File: config.mk
export PLATFORM = sky130hd
export DESIGN_NAME = ps2_letter_decoder
export DESIGN_NICKNAME = d
export VERILOG_FILES = /design/src/rtl/ps2_pkg.sv /design/src/rtl/scan_to_letter.sv /design/src/rtl/ps2_letter_decoder.sv
export SDC_FILE = /design/constraint.sdc
export NUM_CORES = 1
export LEC_CHECK = 0
export CAP_MARGIN = 40
export CORE_MARGIN = 2
export CORE_UTILIZATION = 30
export CTS_CLUSTER_DIAMETER = 50
export DETAILED_ROUTE_END_ITERATION = 12
export GPL_TIMING_DRIVEN = 0
export PLACE_DENSITY = 0.57
export SLEW_MARGIN = 25
export SYNTH_ARGS = -nofsm -noshare
export SYNTH_HDL_FRONTEND = slang
export SYNTH_SLANG_ARGS = --single-unit
File: constraint.sdc
create_clock -name clk -period 2.4 [get_ports clk]
set_clock_uncertainty 0.1 [all_clocks]
set_input_delay 0.48 -clock clk [delete_from_list [all_inputs] [get_ports clk]]
set_output_delay 0.48 -clock clk [all_outputs]
set_load 0.01 [all_outputs]
File: src/rtl/ps2_pkg.sv
// Shared PS/2 scan-code constants, decoder FSM states and letter-index width.
package ps2_pkg;

    localparam logic [7:0] PS2_BREAK = 8'hF0;
    localparam logic [7:0] PS2_EXT   = 8'hE0;
    localparam int         LETTER_W  = 5;

    typedef enum logic [1:0] {
        IDLE,
        BRK,
        EXT,
        EXT_BRK
    } ps2_state_e;

endpackage

File: src/rtl/scan_to_letter.sv
// Combinational set-2 scan code to letter index (A=0 .. Z=25) with a hit flag.
module scan_to_letter
    import ps2_pkg::*;
(
    input  logic [7:0]          i_code,
    output logic [LETTER_W-1:0] o_index,
    output logic                o_hit
);

    always_comb begin
        // NOTE: defaults first so every path assigns both outputs and no latch is inferred.
        o_index = '0;
        o_hit   = 1'b1;
        case (i_code)
            8'h1C: o_index = 5'd0;
            8'h32: o_index = 5'd1;
            8'h21: o_index = 5'd2;
            8'h23: o_index = 5'd3;
            8'h24: o_index = 5'd4;
            8'h2B: o_index = 5'd5;
            8'h34: o_index = 5'd6;
            8'h33: o_index = 5'd7;
            8'h43: o_index = 5'd8;
            8'h3B: o_index = 5'd9;
            8'h42: o_index = 5'd10;
            8'h4B: o_index = 5'd11;
            8'h3A: o_index = 5'd12;
            8'h31: o_index = 5'd13;
            8'h44: o_index = 5'd14;
            8'h4D: o_index = 5'd15;
            8'h15: o_index = 5'd16;
            8'h2D: o_index = 5'd17;
            8'h1B: o_index = 5'd18;
            8'h2C: o_index = 5'd19;
            8'h3C: o_index = 5'd20;
            8'h2A: o_index = 5'd21;
            8'h1D: o_index = 5'd22;
            8'h22: o_index = 5'd23;
            8'h35: o_index = 5'd24;
            8'h1A: o_index = 5'd25;
            default: o_hit = 1'b0;
        endcase
    end

endmodule

File: src/rtl/ps2_letter_decoder.sv
// Decodes PS/2 make/break/extended byte sequences into a one-cycle letter press pulse.
// Define REPEAT_FILTER_EN to suppress typematic repeats of the currently held key.
module ps2_letter_decoder
    import ps2_pkg::*;
#(
    parameter int TIMEOUT_CYCLES = 1_000_000
) (
    input  logic                clk,
    input  logic                resetn,
    input  logic                byte_valid,
    input  logic [7:0]          byte_data,
    output logic                pressed,
    output logic [LETTER_W-1:0] letter,
    output logic                key_held
);

    localparam int               CNT_W    = (TIMEOUT_CYCLES > 2) ? $clog2(TIMEOUT_CYCLES) : 1;
    localparam logic [CNT_W-1:0] CNT_LAST = CNT_W'(TIMEOUT_CYCLES - 1);

    ps2_state_e          r_state;
    logic [CNT_W-1:0]    r_cnt;
    logic [7:0]          r_held_code;
    logic                r_pressed;
    logic [LETTER_W-1:0] r_letter;
    logic                r_key_held;

    logic [LETTER_W-1:0] w_index;
    logic                w_hit;
    logic                w_suppress;

    scan_to_letter u_scan_to_letter (
        .i_code  (byte_data),
        .o_index (w_index),
        .o_hit   (w_hit)
    );

`ifdef REPEAT_FILTER_EN
    assign w_suppress = r_key_held && (byte_data == r_held_code);
`else
    assign w_suppress = 1'b0;
`endif

    always_ff @(posedge clk or negedge resetn) begin
        if (!resetn) begin
            r_state     <= IDLE;
            r_cnt       <= '0;
            r_held_code <= 8'h00;
            r_pressed   <= 1'b0;
            r_letter    <= '0;
            r_key_held  <= 1'b0;
        end else begin
            // NOTE: non-blocking assignments throughout; the pulse defaults low and is set only on a make.
            r_pressed <= 1'b0;
            if (byte_valid) begin
                r_cnt <= '0;
                unique case (r_state)
                    IDLE: begin
                        if (byte_data == PS2_EXT) begin
                            r_state <= EXT;
                        end else if (byte_data == PS2_BREAK) begin
                            r_state <= BRK;
                        end else if (w_hit) begin
                            if (!w_suppress) begin
                                r_pressed <= 1'b1;
                                r_letter  <= w_index;
                            end
                            r_key_held  <= 1'b1;
                            r_held_code <= byte_data;
                        end
                    end
                    BRK: begin
                        if (byte_data == r_held_code) begin
                            r_key_held  <= 1'b0;
                            r_held_code <= 8'h00;
                        end
                        r_state <= IDLE;
                    end
                    EXT:     r_state <= (byte_data == PS2_BREAK) ? EXT_BRK : IDLE;
                    EXT_BRK: r_state <= IDLE;
                endcase
            end else if (r_state != IDLE) begin
                // A prefix with no follow-up byte is abandoned silently.
                if (r_cnt == CNT_LAST) begin
                    r_state <= IDLE;
                    r_cnt   <= '0;
                end else begin
                    r_cnt <= r_cnt + 1'b1;
                end
            end
        end
    end

    assign pressed  = r_pressed;
    assign letter   = r_letter;
    assign key_held = r_key_held;

endmodule
## Yosys cells after proc, flatten, opt, wreduce, memory -nomap -nowiden

Index checks and enable logic that the tools add are counted.
Widths: inputs -> output; s select.

- Muxes and demuxes: 27
- $add $sub $neg: 1
- Bitwise operators: 2
- Reduce and logical (&&, ||, !) cells: 10
- Equal/unequal tests: 38

Operator list:

| operator | number |
|---|---|
| $eq 8x6->1 const B | 16 |
| $pmux 5 s25 | 1 |
| $mux 20 | 3 |
| $eq 8x5->1 const B | 5 |
| $eq 8x7->1 const B | 5 |
| $mux 8 | 4 |
| $reduce_or 26->1 | 1 |
| $add 20x1->20 const B | 1 |
| $eq 20x20->1 const B | 1 |
| $eq 8x8->1 const B | 2 |
| $pmux 8 s2 | 1 |
| $mux 2 | 6 |
| $mux 1 | 10 |
| $eq 8x8->1 | 1 |
| $reduce_bool 2->1 | 4 |
| $ne 2x2->1 const B | 3 |
| $pmux 2 s3 | 1 |
| $reduce_and 6->1 | 1 |
| $reduce_and 5->1 | 1 |
| $eq 2x2->1 const B | 2 |
| $ne 4x4->1 const B | 1 |
| $reduce_and 3->1 | 1 |
| $eq 2x1->1 const B | 1 |
| $logic_not 2->1 | 1 |
| other kinds (4) | 5 |

- Output and inout port bits: 7
- Bits of input ports: 11
- Word-level logic and storage cells: 84
- Register bits after elaboration: 37

## Logic depth before layout (Yosys ltp)

Gate-level depths: netlist of run 1.

- Depth in word-level cells: 8
- Gate-level depth with buffers: 8
- Mapped depth without buffers: 7

## Modules after synthesis

Synthesis of run 1 repeated with hierarchy kept, for this count alone.

- Cell total of the unflattened synthesis: 305
- Area total of the unflattened synthesis: 2,585.0 µm²

By module, submodules not included:

| module | area each (µm²) | sequential area each (µm²) | times used | cells each |
|---|---|---|---|---|
| ps2_letter_decoder | 1,994.4 | 925.9 | 1 | 219 |
| scan_to_letter | 590.6 | 0.0 | 1 | 86 |

## Least setup slack after synthesis of run 1

OpenSTA, ideal clock, no wires.

- Path type: input to register
- Start point: input byte_data[0]
- End point: register r_held_code[0]
- Setup slack: 0.088 ns
- Arrival: 2.146 ns
- Stages: 7
- Required time: 2.233 ns
- Path buffers: 1
- Setup time: 0.067 ns
- Cell sequence: buf_4 -> or3b_4 -> nor2_2 -> o311a_1 -> or4_4 -> o311ai_4 -> a22o_1

- Word-level cells in the longest chain between the ends: 5
- Elaborated cells on any way between the ends: 40
- Classes of those cells: 33 x eq/ne; 5 x mux; 2 x reduce/logical

RTL lines:

| element | line | source |
|---|---|---|
| start: declaration | ps2_letter_decoder.sv:11 | `input logic [7:0] byte_data,` |
| $eq 8x5->1, or another cell as far along | scan_to_letter.sv:14 | `case (i_code)` |
| $reduce_or 26->1 (no source line) | - |  |
| $mux 1 | scan_to_letter.sv:14 |  |
| $ne 2x1->1 (no source line) | - |  |
| $reduce_and 6->1 (no source line) | - |  |
| end signal: assignment | ps2_letter_decoder.sv:68 | `r_held_code <= byte_data;` |
| end: declaration | ps2_letter_decoder.sv:22 | `logic [7:0] r_held_code;` |

Several ways; a longest one is shown, not always the timed one. The select of a mux whose other input is x is not followed.
A chain may end at the register's enable or synchronous reset.

## Worst setup path after layout of run 1

- Start point: input byte_data[1]
- End point: register r_held_code[6]

- Word-level cells in the longest chain between the ends: 5
- Elaborated cells on any way between the ends: 36
- Classes of those cells: 33 x eq/ne; 1 x mux; 2 x reduce/logical

RTL lines:

| element | line |
|---|---|
| $eq 8x5->1, or another cell as far along | scan_to_letter.sv:14 |
| $reduce_or 26->1 (no source line) | - |
| $mux 1 | scan_to_letter.sv:14 |
| $ne 2x1->1 (no source line) | - |
| $reduce_and 6->1 (no source line) * | - |

Every way passes the cells marked *; elsewhere a longest branch is shown, timed or not.

==> key figures, run 1 <==
Worst setup path
  • Critical path's largest stage delay: 0.44 ns
  • Arr. time, crit path: 2.44 ns
  • Crit-path slowest cell: or3b_4
  • CP startpoint kind: input pin
  • Critical Path RT: 2.54 ns
  • Crit end category: flip-flop
  • CP Max Fanout: 5
  • Critical setup path kind: in -> reg
  • Cells along the critical path: dlygate4sd2_1 -> or3b_4 -> buf_4 -> a2111oi_4 -> nor4_4 -> a21oi_2 -> buf_4 -> buf_4 -> a22o_1
  • Most frequent CP cell: buf_4

Timing
  • Worst-margin pin slew: 0.483 ns
  • Slew headroom: 67.5%
  • Final Max Tran Viols: 0
  • Crit path time final: 2.31 ns
  • Setup violators final: 0
  • Fmax: 433 MHz
  • RSZ-0062 raised after global routing: no
  • Part of the cycle the worst path needs: 96.2%
  • Sum Neg Setup Slack: 0 ns
  • Hold Vio Cnt, Final: 0

Synthesis
  • Yosys warns: 0
  • Distinct cells, synth: 52
  • Post-synth EDFFs: 0
  • Syn_nets: 282
  • Mapped Area: 2360 um^2
  • Number of synthesized register bits: 37
  • Cells after synthesis: 270
  • Seq/Total Area, Yosys: 39.3%
  • Ys async rst share: 100%
  • Avg Cell Area, Syn: 8.74 um^2
  • Ys flop type: dfrtp_1

Routing
  • Routed WL per cell: 14.3 um
  • Via density per instance: 5.18
  • Vias: 2107
  • DRC: 0
  • Final wirelength: 5810 um
  • Post-route ant nets: 0
  • Pre-Repair DR Iteration Count: 4
  • Drt initial violations: 99

Layout
  • Fill count: 796
  • Storage cell area: 926 um^2
  • Most frequent cells in the layout: dfrtp_1 (37), nor2_1 (29), nand2_1 (23)
  • # nets final: 316
  • Layout overhead on the synthesized area: 25.4%
  • N_diodes: 0
  • Multi-input gate area: 1390 um^2
  • Most common cell after layout, fill and taps aside: dfrtp_1
  • Fraction of layout cells with a size suffix above 1: 16.7%

Place
  • Port bufs: 14
  • Global placement routability congestion: 0.948
  • HPWL after DPL: 4020 um

GRT
  • Largest net degree at the start of global routing: 23
  • Global-route wire length before repair: 10000 um
  • Antenna violations before repair: 0
  • Global Route Usage Sum: 14.4%
  • GRT Residual Overflow: 0
  • Vias in the first global route: 2094

Worst hold path
  • Worst Hold Class: in -> async

Floorplanning
  • Die area: 8590 um^2
  • Core Area: 7690 um^2
  • Die span in y: 92.7 um
  • Starting Density: 30.7%
  • Die Wd: 92.7 um
  • Io pins: 18
  • Rows: 32

Outcome
  • Status: finished, final reports clean

Clocking
  • CTS tree: built
  • Clk sinks: 37
  • H-tree levels: 2
  • Longest Clk Path Bufs: 2
  • Root Driver: clkbuf_8
  • Cts bufs inserted: 5
  • Clock latency at the later pin of the worst-skew pair: 0.29 ns
  • Clk pin slew, worst setup/hold paths: 0.08 ns

Pwr
  • Leakage power: 1.18 nW
  • Final Power: 1.65 mW
  • Peak supply drop: 250 uV
  • Power Dens Cells: 557 nW/um^2

Run
  • Max cap viols: 0
worst max-delay path, delay by kind of cell:
kind | cells | cell delay [ns]
AO/OA/AOI/OAI | 3 | 0.74
buffers and inverters | 4 | 0.67
AND/OR/NAND/NOR | 2 | 0.54
cell usage after synthesis (2+ instances only):
cell type	number	area share, %
nand4_1	9	2.4
nor3_1	5	1.1
a22o_1	7	2.6
nor2_1	31	4.9
buf_2	9	1.9
dfrtp_1	37	39
nor2b_1	9	2.4
clkbuf_1	4	0.64
nand2_1	24	3.8
nand2b_1	4	1.1
xnor2_1	15	5.6
inv_1	9	1.4
a21o_1	2	0.64
and2_1	2	0.53
o21ai_0	19	4.0
nor3b_1	2	0.64
buf_4	2	0.64
a21oi_1	7	1.5
nor4_1	6	1.6
o2bb2ai_1	3	1.1
nand3b_1	5	1.6
o22ai_1	4	1.1
xor2_1	14	5.2
a31oi_1	3	0.80
nand3_1	11	2.3
through the flow:
| stage | hold slack [ns] | setup slack, ns | util [%] | std cells | cell area, um^2 |
|---|---|---|---|---|---|
| floorplan | 0.0844 | 0.0875 | - | 270 | 2360 |
| global placement | 0.393 | -0.700 | 34.2 | 386 | 2630 |
| detailed placement | 0.344 | -0.680 | 34.5 | 387 | 2650 |
| CTS | 0.0220 | 0.0105 | 38.0 | 406 | 2920 |
| global route | 0.0350 | 0.00178 | 38.5 | 407 | 2960 |
| finish | 0.0137 | 0.0917 | 38.5 | 407 | 2960 |
layer usage:
layer / vias up / global-route usage [%] / part of all wire (%)
met5: - / 0 / 0
met4: 0 / 4.41 / 1.7
met3: 8 / 2.69 / 3.3
met2: 37 / 25.1 / 50
met1: 1035 / 18.2 / 45
li1: 1027 / - / -
sequential cells by signal, summed over array words and instances (netlist names):
signal	cells
r_cnt	20
r_held_code	8
letter	5
r_state	2
key_held	1
pressed	1
final cells by class:
type / count / area share, %
flip-flops and latches: 37 / 31.3
plain buffers: 15 / 3.68
repair buffers: 27 / 8.51
clock inverters: 2 / 1.27
clock buffers: 6 / 2.79
inverters: 9 / 1.14
multi-input cells: 209 / 47.0
well taps: 102 / 4.32
kinds of logic after synthesis:
| group | share of synthesized area, % |
|---|---|
| flip-flops | 39.3 |
| adder cells (fa/ha/maj) | 0.530 |
| AND/OR/NAND/NOR | 28.2 |
| XOR/XNOR | 10.8 |
| buffers and inverters | 4.61 |
| AO/OA/AOI/OAI | 16.6 |
worst paths after layout:
kind,endpoint,slack [ns],cells past startpoint,from
max,r_held_code[6],0.09,9,byte_data[1]
min reg2reg,r_held_code[7],0.41,1,r_held_code[7]
max reg2reg,r_cnt[15],0.22,6,r_cnt[15]
min in group clk,r_held_code[7],0.41,1,r_held_code[7]
max in group asynchronous,r_cnt[7],1.74,2,resetn
min,r_cnt[0],0.01,1,resetn
repair_timing:
item / CTS / global route
cloned: 1 / 0
hold buffers: 0 / 0
pin swaps: 5 / 6
gates resized for setup: 26 / 5
setup buffers: 10 / 1
endpoints found under the setup margin: 17 / 18
report_power, final:
| part | leakage (nW) | internal, mW | switching, mW |
|---|---|---|---|
| clock network | 0.0574 | 0.338 | 0.230 |
| registers | 0.501 | 0.690 | 0.0478 |
| logic | 0.626 | 0.180 | 0.161 |
| total | 1.18 | 1.21 | 0.439 |
No activity file was read; power rests on OpenSTA's default activity.
==> run 2: changes to the inputs <==
--- a/config.mk
+++ b/config.mk
@@ -11,7 +11,8 @@
 export CTS_CLUSTER_DIAMETER = 50
 export DETAILED_ROUTE_END_ITERATION = 12
 export GPL_TIMING_DRIVEN = 0
-export PLACE_DENSITY = 0.57
+export HOLD_SLACK_MARGIN = 0.15
+export PLACE_DENSITY_LB_ADDON = 0.3
 export SLEW_MARGIN = 25
 export SYNTH_ARGS = -nofsm -noshare
 export SYNTH_HDL_FRONTEND = slang
==> constraint.sdc (replaced) <==
create_clock -name clk -period 2.16 [get_ports clk]
set_clock_uncertainty 0.1 [all_clocks]
set_input_delay 0.432 -clock clk [delete_from_list [all_inputs] [get_ports clk]]
set_output_delay 0.432 -clock clk [all_outputs]
set_load 0.01 [all_outputs]
==> run 2 against run 1 <==
  * The flow now finishes with violations (negative setup slack)
  * Via count increased by 1.9%
  * Critical path depth decreased by 1
  * Combinational power increased by 16%
  * Design area increased by 3.1%
  * Cell count increased by 1.2%
  * Clock-buffer cell count increased by 1
  * Routed wire length increased by 4.9%
  * Register-to-register slack got worse by 0.10 ns
  * Die area unchanged
  * Critical endpoint is now r_held_code[1]
  * Largest cell class unchanged
  * Highest routed layer unchanged
==> key figures, run 2 (synthesis gave the netlist of run 1 again) <==
Layout
  • Post-layout util: 39.6% (+1.2 points)
  • Finished Layout Cells: 412 (+1.2%)
  • # nets final: 321 (+1.6%)
  • Fill count: 797 (+0.13%)
  • N_diodes: 0 (unchanged)
  • Fraction of layout cells with a size suffix above 1: 21.3% (+4.6 points)
  • Max FFs per register: 20 (unchanged)
  • Most frequent cells in the layout: dfrtp_1 (37), nor2_1 (29), nand2_1 (21)
  • Most common cell after layout, fill and taps aside: dfrtp_1
  • Most flop-heavy register: r_cnt
  • Layout overhead on the synthesized area: 29.2%

Routing
  • Drt initial violations: 76 (-23%)
  • Via density per instance: 5.21 (+0.71%)
  • DRC: 0 (unchanged)
  • Final wirelength: 6090 um (+4.9%)
  • Post-route ant nets: 0 (unchanged)
  • Vias: 2148 (+1.9%)
  • Pre-Repair DR Iteration Count: 4 (unchanged)
  • Routed WL per cell: 14.8 um (+3.7%)

Worst setup path
  • Critical setup path kind: in -> reg
  • R2r endpoint: r_cnt[16]
  • Delay-heaviest family, CP: simple AND/OR/NAND/NOR gates
  • R2r setup slk: 0.12 ns (-0.10 ns)
  • Arr. time, crit path: 2.30 ns (-0.14 ns)
  • R2r startpoint: r_cnt[15]
  • R2r worst-path depth: 6 (unchanged)
  • Cells along the critical path: buf_8 -> or3b_4 -> nor2_4 -> o311a_4 -> or4_4 -> o311ai_4 -> buf_4 -> a22o_1
  • CP Max Fanout: 4 (-1)
  • Crit end category: flip-flop
  • CP startpoint kind: input pin
  • Worst Path Buf+Inv: 2 (-2)
  • Critical Path RT: 2.30 ns (-0.24 ns)
  • Critical path's largest stage delay: 0.56 ns (+0.12 ns)
  • Crit-path slowest cell: or4_4

Timing
  • Worst-margin pin slew: 0.499 ns (+0.0166 ns)
  • Hold Vio Cnt, Final: 0 (unchanged)
  • RSZ-0062 raised after global routing: yes
  • Worst Slack Setup Final: -0.00201 ns (-0.0937 ns)
  • Part of the cycle the worst path needs: 100%
  • Setup violators final: 1 (+1)
  • Slew headroom: 66.5% (-0.99 points)
  • Fmax: 463 MHz
  • Final Max Tran Viols: 0 (unchanged)
  • Crit path time final: 2.16 ns

Place
  • Port bufs: 14 (unchanged)
  • Global placement routability congestion: 0.886 (-6.6%)
  • Pre-CTS setup slack: -0.885 ns (-0.205 ns)
  • Placed Cells: 387 (unchanged)
  • HPWL after DPL: 4050 um (+0.85%)

GRT
  • Vias in the first global route: 2107 (+0.62%)
  • Global Route Usage Sum: 14.9% (+0.44 points)
  • Largest net degree at the start of global routing: 28 (+22%)
  • Antenna violations before repair: 0 (unchanged)
  • Global-route wire length before repair: 10200 um (+1.5%)
  • GRT Residual Overflow: 0 (unchanged)

Run
  • Max cap viols: 0 (unchanged)

Floorplanning
  • Core Area: 7690 um^2 (unchanged)
  • Io pins: 18 (unchanged)
  • Die Wd: 92.7 um (unchanged)
  • Die span in y: 92.7 um (unchanged)
  • Rows: 32 (unchanged)
  • Starting Density: 30.7% (unchanged)
  • Die area: 8590 um^2 (unchanged)

Clocking
  • Cts bufs inserted: 5 (unchanged)
  • Clock latency at the later pin of the worst-skew pair: 0.30 ns (about the same)
  • Root Driver: clkbuf_8
  • H-tree levels: 2 (unchanged)
  • Clk sinks: 37 (unchanged)
  • Longest Clk Path Bufs: 2 (unchanged)
  • Clk pin slew, worst setup/hold paths: 0.08 ns (about the same)
  • CTS tree: built

Worst hold path
  • WHS Endpoint: r_cnt[2]
  • Hold Path Depth: 2
  • Hold path start: byte_valid
  • Worst Hold Class: in -> reg

Outcome
  • Status: complete, but fails checks
  • Failing checks: negative setup slack

Pwr
  • Power Dens Cells: 610 nW/um^2 (+9.5%)
  • Leakage power: 1.21 nW (+1.8%)
  • Peak supply drop: 227 uV (-9.1%)
## run 2: cell count changes in the layout (fill, tap and decap cells not counted), sizes merged
cell,change
clkdlybuf4s15,+1
clkdlybuf4s50,-1
dlymetal6s2s,+1
dlygate4sd2,-5
dlygate4sd3,+1
clkinvlp,-1
buf,+9
## run 2: power breakdown
group | total [mW] | switching, mW | internal (mW) | leakage (nW)
logic | 0.396 | 0.187 | 0.209 | 0.646
clock network | 0.645 | 0.268 | 0.377 | 0.0585
registers | 0.818 | 0.0507 | 0.767 | 0.501
## run 2: worst max path at each step
stage                       from        endpoint  slack, ns  depth (start not counted)
CTS                 byte_data[2]  r_held_code[5]     -0.003                          8
finish              byte_data[2]  r_held_code[1]     -0.002                          8
floorplan           byte_data[2]  r_held_code[7]      -0.08                          6
global route        byte_data[2]  r_held_code[2]      -0.04                          8
global placement    byte_data[6]  r_held_code[5]      -0.89                          9
detailed placement  byte_data[6]  r_held_code[5]      -0.89                          9
## run 2: cell type report
class                   instances  area [um^2]  share of cell area, %
flip-flops and latches         37          926                   30.4
inverters                       9         33.8                   1.11
well taps                     102          128                   4.19
clock buffers                   7         86.3                   2.83
clock inverters                 1         30.0                  0.985
repair buffers                 32          290                   9.52
plain buffers                  15          113                   3.69
multi-input cells             209         1440                   47.3
## run 2: what timing repair did
item | in CTS | in global routing
hold buffers | 1 | 0
endpoints found under the hold margin | 10 | 0
setup buffers | 11 | 4
gates resized for setup | 38 | 22
pin swaps | 7 | 9
setup endpoints to repair | 28 | 32
cloned | 0 | 1
## run 2: per-layer routing
metal	share of wire (%)	vias to the layer above	global-route usage (%)
met5	0	-	0
met4	2.0	0	6.13
met3	4.0	13	3.09
met2	49	61	25.0
met1	45	1036	18.6
li1	-	1038	-
## run 2: through the flow
step / hold slack (ns) / instance area [um^2] / TNS, ns / power [mW]
6_report: 0.404 / 3050 / -0.00201 / 1.86
5_1_grt: 0.407 / 3050 / -0.190 / 1.95
4_1_cts: 0.403 / 2920 / -0.00455 / 1.87
3_5_place_dp: 0.231 / 2650 / -17.07 / 1.19
3_3_place_gp: 0.396 / 2630 / -29.06 / 1.18
2_1_floorplan: 0.0364 / 2360 / -0.670 / 1.04
==> run 3: changes to the inputs <==
--- a/config.mk
+++ b/config.mk
@@ -11,7 +11,7 @@
 export CTS_CLUSTER_DIAMETER = 50
 export DETAILED_ROUTE_END_ITERATION = 12
 export GPL_TIMING_DRIVEN = 0
-export HOLD_SLACK_MARGIN = 0.15
+export HOLD_SLACK_MARGIN = 0.05
 export PLACE_DENSITY_LB_ADDON = 0.3
 export SLEW_MARGIN = 25
 export SYNTH_ARGS = -nofsm -noshare
==> constraint.sdc (replaced) <==
create_clock -name clk -period 2.64 [get_ports clk]
set_clock_uncertainty 0.1 [all_clocks]
set_input_delay 0.528 -clock clk [delete_from_list [all_inputs] [get_ports clk]]
set_output_delay 0.528 -clock clk [all_outputs]
set_load 0.01 [all_outputs]
==> run 3 against run 2 <==
  * The run now ends clean
  * Sequential share of layout area up 2.0 points
  * Clock-buffer cell count unchanged
  * Highest routed layer unchanged
  * First-iteration DRC count down 20%
  * Die area unchanged
  * Largest power group unchanged
  * Utilization down 2.5 points
==> key figures, run 3 (synthesis gave the netlist of run 1 again) <==
Outcome
  • Status: finished, final reports clean

Timing
  • Final Max Tran Viols: 0 (unchanged)
  • Worst-margin pin slew: 0.476 ns (-0.0230 ns)
  • Part of the cycle the worst path needs: 97.7%
  • Slew headroom: 68.0% (+1.4 points)
  • Hold Vio Cnt, Final: 0 (unchanged)
  • Fmax: 388 MHz
  • RSZ-0062 raised after global routing: no
  • Setup violators final: 0 (-1)
  • Worst Slack Setup Final: 0.0605 ns (+0.0625 ns)
  • Crit path time final: 2.58 ns

Place
  • Port bufs: 14 (unchanged)
  • Placed Cells: 387 (unchanged)
  • Post-placement cell area: 2640 um^2 (-0.24%)
  • Global placement routability congestion: 0.890 (+0.50%)
  • Pre-CTS setup slack: -0.522 ns (+0.363 ns)
  • HPWL after DPL: 3990 um (-1.5%)

Clocking
  • Root Driver: clkbuf_8
  • Longest Clk Path Bufs: 2 (unchanged)
  • Clk sinks: 37 (unchanged)
  • Cts bufs inserted: 5 (unchanged)
  • Clock latency at the later pin of the worst-skew pair: 0.29 ns (about the same)
  • CTS tree: built
  • H-tree levels: 2 (unchanged)
  • Clk pin slew, worst setup/hold paths: 0.07 ns (about the same)

Floorplanning
  • Starting Density: 30.7% (unchanged)
  • Die area: 8590 um^2 (unchanged)
  • Core Area: 7690 um^2 (unchanged)
  • Io pins: 18 (unchanged)
  • Rows: 32 (unchanged)
  • Die Wd: 92.7 um (unchanged)
  • Die span in y: 92.7 um (unchanged)

Layout
  • Most flop-heavy register: r_cnt
  • Fraction of layout cells with a size suffix above 1: 12.6% (-8.7 points)
  • Finished Layout Cells: 403 (-2.2%)
  • Fill count: 817 (+2.5%)
  • Most common cell after layout, fill and taps aside: dfrtp_1
  • Final Cell Area: 2860 um^2 (-6.3%)
  • Most frequent cells in the layout: dfrtp_1 (37), nor2_1 (30), nand2_1 (24)
  • Max FFs per register: 20 (unchanged)
  • Layout overhead on the synthesized area: 21.1%
  • N_diodes: 0 (unchanged)
  • Post-layout util: 37.2% (-2.5 points)
  • # nets final: 313 (-2.5%)

Pwr
  • Combinational Power Share: 22.2% (+0.9 points)
  • P_sw: 0.376 mW (-26%)
  • Peak supply drop: 178 uV (-22%)
  • Sequential Power Share: 48.7% (+4.7 points)
  • Switch share: 27.4% (+0.15 points)
  • Leakage power: 1.15 nW (-4.5%)
  • Power Dens Cells: 481 nW/um^2 (-21%)
  • Pint: 0.997 mW (-26%)
  • Clock power frac: 29.1% (-5.6 points)
  • Final Power: 1.37 mW (-26%)

Worst hold path
  • Worst Hold Class: reg -> reg
  • Hold Path Depth: 1 (-1)
  • Hold path start: r_held_code[7]
  • WHS Endpoint: r_held_code[7]

GRT
  • Vias in the first global route: 2043 (-3.0%)
  • GRT Residual Overflow: 0 (unchanged)
  • Largest net degree at the start of global routing: 29 (+3.6%)
  • Antenna violations before repair: 0 (unchanged)
  • Global Route Usage Sum: 13.7% (-1.1 points)
  • Global-route wire length before repair: 9540 um (-6.4%)

Routing
  • Routed WL per cell: 13.6 um (-8.1%)
  • Drt initial violations: 61 (-20%)
  • Vias: 2055 (-4.3%)
  • DRC: 0 (unchanged)
  • Final wirelength: 5480 um (-10%)
  • Via density per instance: 5.10 (-2.2%)
  • Pre-Repair DR Iteration Count: 4 (unchanged)
  • Post-route ant nets: 0 (unchanged)

Worst setup path
  • R2r endpoint: r_cnt[11]
  • Critical setup path kind: in -> reg
  • R2r setup slk: 0.24 ns (+0.12 ns)
  • R2r startpoint: r_cnt[15]
  • Critical path's largest stage delay: 0.58 ns (+0.02 ns)
  • Crit end category: flip-flop
  • R2r worst-path depth: 6 (unchanged)
  • Arr. time, crit path: 2.70 ns (+0.40 ns)
  • CP Launch Point: byte_data[6]
  • Most frequent CP cell: buf_6
  • Crit-path slowest cell: or4_4
  • CP startpoint kind: input pin
  • Cells along the critical path: clkdlybuf4s50_1 -> buf_6 -> buf_4 -> nand3b_1 -> a2111oi_4 -> or4_4 -> o311ai_4 -> buf_6 -> a22o_1
  • CP Max Fanout: 8 (+4)
  • Critical Path RT: 2.76 ns (+0.46 ns)

Run
  • Max cap viols: 0 (unchanged)
run 3: changes by cell type in the layout (fill, tap and decap cells not counted), sizes merged:
cell and change:
clkdlybuf4s15 -1, dlygate4sd2 +2, dlymetal6s2s +1, bufinv -1, clkdlybuf4s50 +2, buf -12
run 3: critical path, delay by kind of cell:
| kind | cells | cell delay [ns] |
|---|---|---|
| simple gates | 2 | 0.74 |
| compound gates | 3 | 0.50 |
| buf+inv | 4 | 0.92 |
run 3: timing repair:
action | 4_1_cts | 5_1_grt
hold buffers | 1 | 0
buffers inserted | 8 | 0
setup endpoints to repair | 13 | 13
pin swaps | 5 | 0
endpoints found under the hold margin | 9 | 0
gates resized for setup | 12 | 6
run 3: how the worst max path moves through the flow:
stage | to | slack (ns) | cells past startpoint
2_1_floorplan | r_held_code[0] | 0.28 | 7
3_3_place_gp | r_held_code[5] | -0.51 | 9
3_5_place_dp | r_held_code[5] | -0.52 | 9
4_1_cts | r_held_code[5] | 0.02 | 9
5_1_grt | r_held_code[5] | 0.004 | 9
6_report | r_held_code[5] | 0.06 | 9
run 3: power by group through the flow:
stage / Combinational [mW] / Clock, mW / Sequential, mW
detailed placement: 0.292 / 0 / 0.678
CTS: 0.304 / 0.418 / 0.669
global route: 0.339 / 0.450 / 0.678
finish: 0.304 / 0.399 / 0.669
floorplan: 0.164 / 0 / 0.684
global placement: 0.286 / 0 / 0.677
run 3: layer usage:
layer	part of all wire (%)	track usage [%]	vias up
li1	-	-	1029
met1	47	17.6	971
met2	47	22.9	47
met3	4.2	3.66	8
met4	1.2	3.68	0
met5	0	0	-
run 3: layout make-up:
class | instances | area [um^2] | area share [%]
repair buffers | 24 | 231 | 8.10
plain buffers | 15 | 103 | 3.59
flip-flops and latches | 37 | 926 | 32.4
inverters | 9 | 33.8 | 1.18
well taps | 102 | 128 | 4.47
multi-input cells | 209 | 1350 | 47.2
clock buffers | 7 | 86.3 | 3.02
run 3: metrics by stage:
stage                     TNS [ns]  hold slack (ns)
after floorplan                  0            0.132
after global placement       -6.49            0.394
after detailed placement     -6.59            0.318
after CTS                        0            0.420
after global routing             0            0.440
final                            0            0.412
